**src/rtl/player_race_counter_if.sv**
```systemverilog
// Player-side race signals: game enable and raw keys in, score/box/status out.
// The design owns the slave modport; whatever drives the keys uses master.
interface player_race_counter_if;
  logic       enable;
  logic       left_n;
  logic       right_n;
  logic       box_out;
  logic [3:0] score_one;
  logic [3:0] score_two;
  logic       correct_pulse;
  logic       wrong_pulse;
  logic       stalled;
  logic       finished;

  modport slave (
    input  enable, left_n, right_n,
    output box_out, score_one, score_two, correct_pulse, wrong_pulse,
           stalled, finished
  );

  modport master (
    output enable, left_n, right_n,
    input  box_out, score_one, score_two, correct_pulse, wrong_pulse,
           stalled, finished
  );
endinterface

```
**src/rtl/player_race_counter.sv**
```systemverilog
// Player race counter: synchronises KEY[3]/KEY[2], checks each press against the
// course, counts boxes remaining in BCD and locks the player out after a wrong key.
module player_race_counter #(
  parameter logic [32:0] COURSE         = 33'b0_1101_0001_0101_1101_1001_0110_1000_1001,
  parameter int          PENALTY_CYCLES = 25_000_000
) (
  input  logic                    clock,
  input  logic                    resetn,
  player_race_counter_if.slave    bus
);

  localparam int PEN_W = (PENALTY_CYCLES > 1) ? $clog2(PENALTY_CYCLES) : 1;
  localparam logic [PEN_W-1:0] PEN_LOAD = PEN_W'(PENALTY_CYCLES - 1);

  typedef enum logic [1:0] {
    S_PLAY  = 2'd0,
    S_STALL = 2'd1,
    S_DONE  = 2'd2
  } state_t;

  // Key pipelines, index 0 = left, index 1 = right, all active-high.
  logic [1:0]       key_meta_q;
  logic [1:0]       key_sync_q;
  logic [1:0]       key_prev_q;
  logic [1:0]       press;

  state_t           state_q,   state_d;
  logic [32:0]      course_q,  course_d;
  logic [3:0]       ones_q,    ones_d;
  logic [3:0]       tens_q,    tens_d;
  logic [PEN_W-1:0] pen_q,     pen_d;
  logic             correct_q, correct_d;
  logic             wrong_q,   wrong_d;

  logic             press_l;
  logic             press_r;
  logic             good_move;

  assign press     = key_sync_q & ~key_prev_q;
  assign press_l   = press[0];
  assign press_r   = press[1];
  assign good_move = (press_l ^ press_r) && (press_r == course_q[0]);

  always_ff @(posedge clock) begin
    if (!resetn) begin
      key_meta_q <= 2'b00;
      key_sync_q <= 2'b00;
      key_prev_q <= 2'b00;
      state_q    <= S_PLAY;
      course_q   <= COURSE;
      ones_q     <= 4'd2;
      tens_q     <= 4'd3;
      pen_q      <= '0;
      correct_q  <= 1'b0;
      wrong_q    <= 1'b0;
    end else begin
      key_meta_q <= ~{bus.right_n, bus.left_n};
      key_sync_q <= key_meta_q;
      key_prev_q <= key_sync_q;
      state_q    <= state_d;
      course_q   <= course_d;
      ones_q     <= ones_d;
      tens_q     <= tens_d;
      pen_q      <= pen_d;
      correct_q  <= correct_d;
      wrong_q    <= wrong_d;
    end
  end

  always_comb begin
    state_d   = state_q;
    course_d  = course_q;
    ones_d    = ones_q;
    tens_d    = tens_q;
    pen_d     = pen_q;
    correct_d = 1'b0;
    wrong_d   = 1'b0;

    case (state_q)
      S_PLAY: begin
        if (bus.enable && (press_l || press_r)) begin
          if (good_move) begin
            correct_d = 1'b1;
            course_d  = {1'b0, course_q[32:1]};
            if (ones_q == 4'd0) begin
              ones_d = 4'd9;
              tens_d = tens_q - 4'd1;
            end else begin
              ones_d = ones_q - 4'd1;
            end
            // Taking the last box (01 -> 00) ends the race.
            if (tens_q == 4'd0 && ones_q == 4'd1) begin
              state_d = S_DONE;
            end
          end else begin
            wrong_d = 1'b1;
            pen_d   = PEN_LOAD;
            state_d = S_STALL;
          end
        end
      end
      S_STALL: begin
        if (bus.enable) begin
          if (pen_q == '0) begin
            state_d = S_PLAY;
          end else begin
            pen_d = pen_q - PEN_W'(1);
          end
        end
      end
      S_DONE: begin
        state_d = S_DONE;
      end
      default: begin
        state_d = S_PLAY;
      end
    endcase
  end

  assign bus.box_out       = course_q[0];
  assign bus.score_one     = ones_q;
  assign bus.score_two     = tens_q;
  assign bus.correct_pulse = correct_q;
  assign bus.wrong_pulse   = wrong_q;
  assign bus.stalled       = (state_q == S_STALL);
  assign bus.finished      = (state_q == S_DONE);

endmodule

```
**src/flat_wrapper.sv**
```systemverilog
// flat-port wrapper written by rule: the top's interface ports become plain ports
module player_race_counter_flat 
#(
  parameter logic [32:0] COURSE         = 33'b0_1101_0001_0101_1101_1001_0110_1000_1001,
  parameter int          PENALTY_CYCLES = 25_000_000
)
  (clock, resetn, bus_enable, bus_left_n, bus_right_n, bus_box_out, bus_score_one, bus_score_two, bus_correct_pulse, bus_wrong_pulse, bus_stalled, bus_finished);
  player_race_counter_if bus_i ();
  input  logic clock;
  input  logic resetn;
  input wire logic [$bits(bus_i.enable)-1:0] bus_enable;
  input wire logic [$bits(bus_i.left_n)-1:0] bus_left_n;
  input wire logic [$bits(bus_i.right_n)-1:0] bus_right_n;
  output wire logic [$bits(bus_i.box_out)-1:0] bus_box_out;
  output wire logic [$bits(bus_i.score_one)-1:0] bus_score_one;
  output wire logic [$bits(bus_i.score_two)-1:0] bus_score_two;
  output wire logic [$bits(bus_i.correct_pulse)-1:0] bus_correct_pulse;
  output wire logic [$bits(bus_i.wrong_pulse)-1:0] bus_wrong_pulse;
  output wire logic [$bits(bus_i.stalled)-1:0] bus_stalled;
  output wire logic [$bits(bus_i.finished)-1:0] bus_finished;
  assign bus_i.enable = bus_enable;
  assign bus_i.left_n = bus_left_n;
  assign bus_i.right_n = bus_right_n;
  assign bus_box_out = bus_i.box_out;
  assign bus_score_one = bus_i.score_one;
  assign bus_score_two = bus_i.score_two;
  assign bus_correct_pulse = bus_i.correct_pulse;
  assign bus_wrong_pulse = bus_i.wrong_pulse;
  assign bus_stalled = bus_i.stalled;
  assign bus_finished = bus_i.finished;
  player_race_counter #(.COURSE(COURSE), .PENALTY_CYCLES(PENALTY_CYCLES)) u_core (.clock(clock), .resetn(resetn), .bus(bus_i));
endmodule
```
**config.mk**
```make
export PLATFORM = sky130hd
export DESIGN_NAME = player_race_counter_flat
export DESIGN_NICKNAME = d
export VERILOG_FILES = /design/src/rtl/player_race_counter_if.sv /design/src/rtl/player_race_counter.sv /design/src/flat_wrapper.sv
export SDC_FILE = /design/constraint.sdc
export NUM_CORES = 1
export LEC_CHECK = 0
export BUFFER_PORTS_ARGS = -buffer_cell sky130_fd_sc_hd__buf_2
export CAP_MARGIN = 40
export CORE_MARGIN = 2
export CORE_UTILIZATION = 40
export DETAILED_ROUTE_END_ITERATION = 7
export PLACE_DENSITY_LB_ADDON = 0.25
export SLEW_MARGIN = 20
export SYNTH_ARGS = -nofsm -noshare
export SYNTH_HDL_FRONTEND = slang
export SYNTH_SLANG_ARGS = --single-unit
```
**constraint.sdc**
```tcl
create_clock -name clock -period 3.59 [get_ports clock]
set_input_delay 0.359 -clock clock [delete_from_list [all_inputs] [get_ports clock]]
set_output_delay 0.359 -clock clock [all_outputs]
set_load 0.05 [all_outputs]
```
* Yosys cells after proc, flatten, opt, wreduce, memory -nomap -nowiden *
Cells that the tools add are included.

storage, ports and cells
  bits of input ports = 5
  flip-flop bits (word level) = 75
  output and inout port bits = 13

cells by class
  equality and inequality tests = 10
  mux-type cells = 14
  bitwise logic cells = 4
  reduce and logical (&&, ||, !) cells = 14
  add/subtract/negate cells = 3

operators by type and width
  kind                                                 count
  two-way mux 25 bit                                   4
  one-hot mux 25 bit (2 select lines)                  1
  zero test 25 bit                                     1
  subtractor 25 x 1 -> 25 bit (second input constant)  1
  two-way mux 2 bit                                    5
  zero test 4 bit                                      2
  AND reduction 4 bit                                  2
  subtractor 4 x 1 -> 4 bit (second input constant)    2
  != test 2 bit (second input constant)                3
  one-hot mux 2 bit (3 select lines)                   1
  AND reduction 3 bit                                  2
  AND reduction 5 bit                                  1
  == test 4 x 1 -> 1 bit (second input constant)       1
  two-way mux 4 bit                                    1
  != test 2 x 1 -> 1 bit (second input constant)       2
  NOT 2 bit                                            2
  logical AND 1 bit                                    3
  != test 3 bit (second input constant)                1
  AND 2 bit                                            1
  == test 2 x 1 -> 1 bit (second input constant)       1
  == test 2 bit (second input constant)                1
  zero test 2 bit                                      1
  two-way mux 1 bit                                    2
  nonzero test 2 bit                                   1
  other kinds (3)                                      3

* Logic depth before layout (Yosys ltp) *
  depth after elaboration = 7
  depth in mapped cells = 9
  mapped depth without buffers = 8

* Worst setup path before layout *
OpenSTA, ideal clock, no wires.

  kind = register to register
  start point = reg u_core.state_q[0]
  end point = reg u_core.pen_q[22]
  clock period less this slack = 2.197 ns
  cell stages (with the launch flop) = 8
  path slack = 1.393 ns
  arrival time = 2.065 ns
  required time = 3.457 ns
  cells stage by stage = dfxtp_1 > nor2b_1 > nand3_1 > nand3b_1 > buf_2 > nand4b_1 > xor2_1 > a21oi_1

on the way
  cells in the longest elaborated chain, start to end = 3

ends and longest elaborated chain
  element                                                               RTL line                   RTL
  start, declared                                                       player_race_counter.sv:27  state_t state_q, state_d;
  start signal, assigned                                                player_race_counter.sv:60  state_q <= state_d;
  == test 2 x 1 -> 1 bit *                                              -
  named net bus_stalled                                                 flat_wrapper.sv:19         output wire logic [$bits(bus_i.stalled)-1:0] bus_stalled;
  != test 2 bit (no source line) or nonzero test 2 bit (tied branches)  -
  AND reduction 5 bit (no source line)                                  -
  end signal, assigned                                                  player_race_counter.sv:64  pen_q <= pen_d;
  end, declared                                                         player_race_counter.sv:31  logic [PEN_W-1:0] pen_q, pen_d;

The timed path passes the listed nets; every way through them passes the cells marked *.
A chain may end at the register's enable or synchronous reset.

* Worst setup path after layout *
  start point = reg u_core.pen_q[8]
  end point = reg u_core.pen_q[5]

on the way
  cells in the longest elaborated chain, start to end = 3

ends and longest elaborated chain
  element                               RTL line                    RTL
  zero test 25 bit                      player_race_counter.sv:104  if (pen_q == '0) begin
  != test 2 bit (no source line)        -
  AND reduction 5 bit (no source line)  -

Every way passes these cells.

==> impl_metrics.yaml <==
clock_network:
  ctsResizeCount: 0
  clk_pin_slew_worst_paths_ns: 0.07
  tritoncts: "yes"
  hold_buffers: 0
  h-tree-depth: 3
  clockBufferDepth: 2
  cts_sinks: 75
  post_cts_buffers: 0
  clock_insertion_delay_worst_skew_ns: 0.35
  root_buffer: "clkbuf_8"
  cts_made_buffers: 9
drt:
  dr.pass1.iters: 4
  drtIter0Drc: 140
  ant_nets: 0
  viasPerCell: 5.024
  routedWlPerCell_um: 12.40
  routed_wl_um: 6076
  remaining_drc_errors: 0
  num_vias: 2462
layout:
  post_layout_nonfiller_instances: 490
  multiInputGateArea_mm2: 0.001490
  design_area_mm2: 0.003473
  regArea_mm2: 0.001501
  fillers: 770
  nets: 392
  layout-drive-gt1-share_pct: 11.34
  antenna_cells: 0
  syn_to_final_growth_pct: 11.71
global_route:
  grt_pass1_vias: 2307
  grt_first_pass_wirelength_um: 10430
  grt_overflow: 0
  grt_use_total_pct: 15.38
  antenna_found_initial: 0
  grt_start_max_net_pins: 35
critical_path:
  cp_slowest_cell: "nand3b_1"
  critPathCaptureType: "flip-flop"
  rrSetupSlack_ns: 1.03
  worstReg2RegStart: "u_core.pen_q[8]"
  worstPathRequired_ns: 3.82
  cp_top_family: "simple AND/OR/NAND/NOR gates"
  slowest_delay_ns: 0.63
  critPathLaunchType: "flip-flop"
  path_cells: "or3_1 -> nor4_4 -> nand3b_1 -> nand4_1 -> xor2_1 -> a21oi_1"
  cp_num_buf_inv: 0
  crit_end: "u_core.pen_q[5]"
  rr_endpoint: "u_core.pen_q[5]"
  r2r_cells: 6
  crit_start: "u_core.pen_q[8]"
  setup.worst_path.class: "flip-flop to flip-flop"
  cp.depth: 6
  worstPathMaxFanout: 22
  cp_data_arrival_time_ns: 2.78
sta:
  rsz0062_at_grt: "false"
  hold_violations: 0
  relSlewSlack_pct: 43.75
  fin_crit_sh_pct: 71.24
  fin_tns_setup_ns: 0
  setup_viol: 0
  fin_crit_ns: 2.558
  worst_pin_slew_ns: 0.8411
  whs_ns: 0.1588
  max_freq_mhz: 391.0
  skew_ns: 0.01287
  final_max_slew_viol_count: 0
synth:
  synth.avg_cell_area_um2: 8.358
  synthFlopType: "dfxtp_1"
  synthCells: 372
  synth_top_area_cell: "dfxtp_1"
  yosysUniqueCellTypes: 36
  syn-num-nets: 381
  synth_edf_count: 0
  synth_area_mm2: 0.003109
  synth_top_area_share_pct: 48.29
  yosys_warnings: 0
  async_flop_share_pct: 0
  synth.area.top_cells: "dfxtp_1 48%, nand2_1 8.9%, xor2_1 6.2%"
  ys_seq_area_share_pct: 48.29
  ys_seq_elements: 75
worst_hold_path:
  holdCritPathClass: "input port to flip-flop"
  hold_depth: 2
placement:
  place.gp.congestion: 0.7536
  portBuffers: 17
  dp.final_hpwl_um: 3812
  placed_area_mm2: 0.003279
  placedCellCount: 474
die:
  num_rows: 32
  die_w_um: 92.17
  start_util_pct: 40.66
  dieHeight_um: 92.17
  io-pin-count: 18
  core_mm2: 0.007647
  die_area_mm2: 0.008494
power_and_ir_drop:
  worst_ir_drop_vdd_uv: 213.5
  powerDensity_mw_per_mm2: 519.5
  p_leak_uw: 0.001355
flow_run:
  maxCapViolCount: 0
run_status:
  status: "complete, no violations"
==> worst reg2reg max path, cell delays in order, from the launching register on <==
cell and delay, ns:
dfxtp_1 0.34, or3_1 0.51, nor4_4 0.33, nand3b_1 0.63
nand4_1 0.35, xor2_1 0.18, a21oi_1 0.09
==> flip-flops by register name, summed over array words and instances, names as in the netlist <==
register and count:
u_core.bus.correct_pulse 1, u_core.bus.score_one 4, u_core.bus.score_two 4, u_core.bus.wrong_pulse 1, u_core.course_q 32, u_core.key_meta_q 2
u_core.key_prev_q 2, u_core.key_sync_q 2, u_core.pen_q 25, u_core.state_q 2
==> routing by layer <==
metal | global-route usage, % | part of all wire (%)
met3 | 4.437 | 3.6
met4 | 6.716 | 1.7
met5 | 0 | 0
met2 | 24.08 | 45
met1 | 19.74 | 50
==> power by group <==
| group | internal [uW] | switching, uW | total (uW) |
|---|---|---|---|
| combinational | 105 | 154 | 259 |
| sequential | 865 | 35.1 | 900 |
| clock | 325 | 320 | 645 |
==> final cells by class <==
| type | count | share of cell area, % |
|---|---|---|
| Clock buffer | 11 | 3.782 |
| Clock inverter | 5 | 1.801 |
| Inverter | 8 | 0.8646 |
| Multi-Input combinational cell | 267 | 42.90 |
| Sequential cell | 75 | 43.23 |
| Tap cell | 102 | 3.674 |
| Timing Repair Buffer | 22 | 3.746 |
==> worst min-delay path by stage <==
stage,slack (ns),endpoint,startpoint
global route,0.15,u_core.key_meta_q[0],bus_left_n
detailed placement,0.42,u_core.key_sync_q[1],u_core.key_meta_q[1]
finish,0.16,u_core.key_meta_q[1],bus_right_n
CTS,0.15,u_core.key_meta_q[1],bus_right_n
floorplan,0.41,u_core.key_sync_q[0],u_core.key_meta_q[0]
global placement,0.42,u_core.key_sync_q[0],u_core.key_meta_q[0]
==> logic make-up (layout without fill, tap and decap cells) <==
family / Yosys count / count (layout) / synth area share (%)
AO/OA/AOI/OAI: 44 / 44 / 7.445
XOR/XNOR: 26 / 26 / 7.324
adder cells (fa/ha/maj): 4 / 4 / 1.610
buffers and inverters: 30 / 46 / 3.863
flip-flops: 75 / 75 / 48.29
multiplexers: 3 / 3 / 1.046
AND/OR/NAND/NOR: 190 / 190 / 30.42
==> metrics by stage <==
stage,worst slack [ns],power [uW],util (%)
2_1_floorplan,1.393,1126,-
3_3_place_gp,1.142,1171,42.69
3_5_place_dp,1.063,1178,42.88
4_1_cts,1.041,1825,45.42
5_1_grt,0.7964,1907,45.42
6_report,1.032,1805,45.42
==> cell usage after synthesis (2+ instances only) <==
| cell | instances |
|---|---|
| and2_1 | 5 |
| nand3_1 | 26 |
| xor2_1 | 22 |
| nor4b_1 | 2 |
| or3_1 | 4 |
| o21ai_0 | 4 |
| nor3b_1 | 2 |
| xnor2_1 | 4 |
| mux2_2 | 2 |
| inv_1 | 7 |
| nor2_1 | 29 |
| nor2b_1 | 3 |
| clkbuf_1 | 16 |
| nand2_1 | 74 |
| nand4_1 | 12 |
| a21oi_1 | 37 |
| nor3_1 | 8 |
| ha_1 | 4 |
| nand4b_1 | 5 |
| dfxtp_1 | 75 |
| buf_2 | 6 |
| nand2b_1 | 6 |
| nor4_1 | 6 |
==> cells in the final DEF (no fill, tap or decap), types with 7 or more instances in the layout <==
cell type / count
inv_1: 7
xor2_1: 22
nor2_1: 29
a21oi_1: 37
nand3_1: 26
nand4_1: 12
clkbuf_8: 9
buf_2: 17
nor3_1: 8
dfxtp_1: 75
nand2_1: 74
Note: power is estimated with default switching activity, not from simulation.
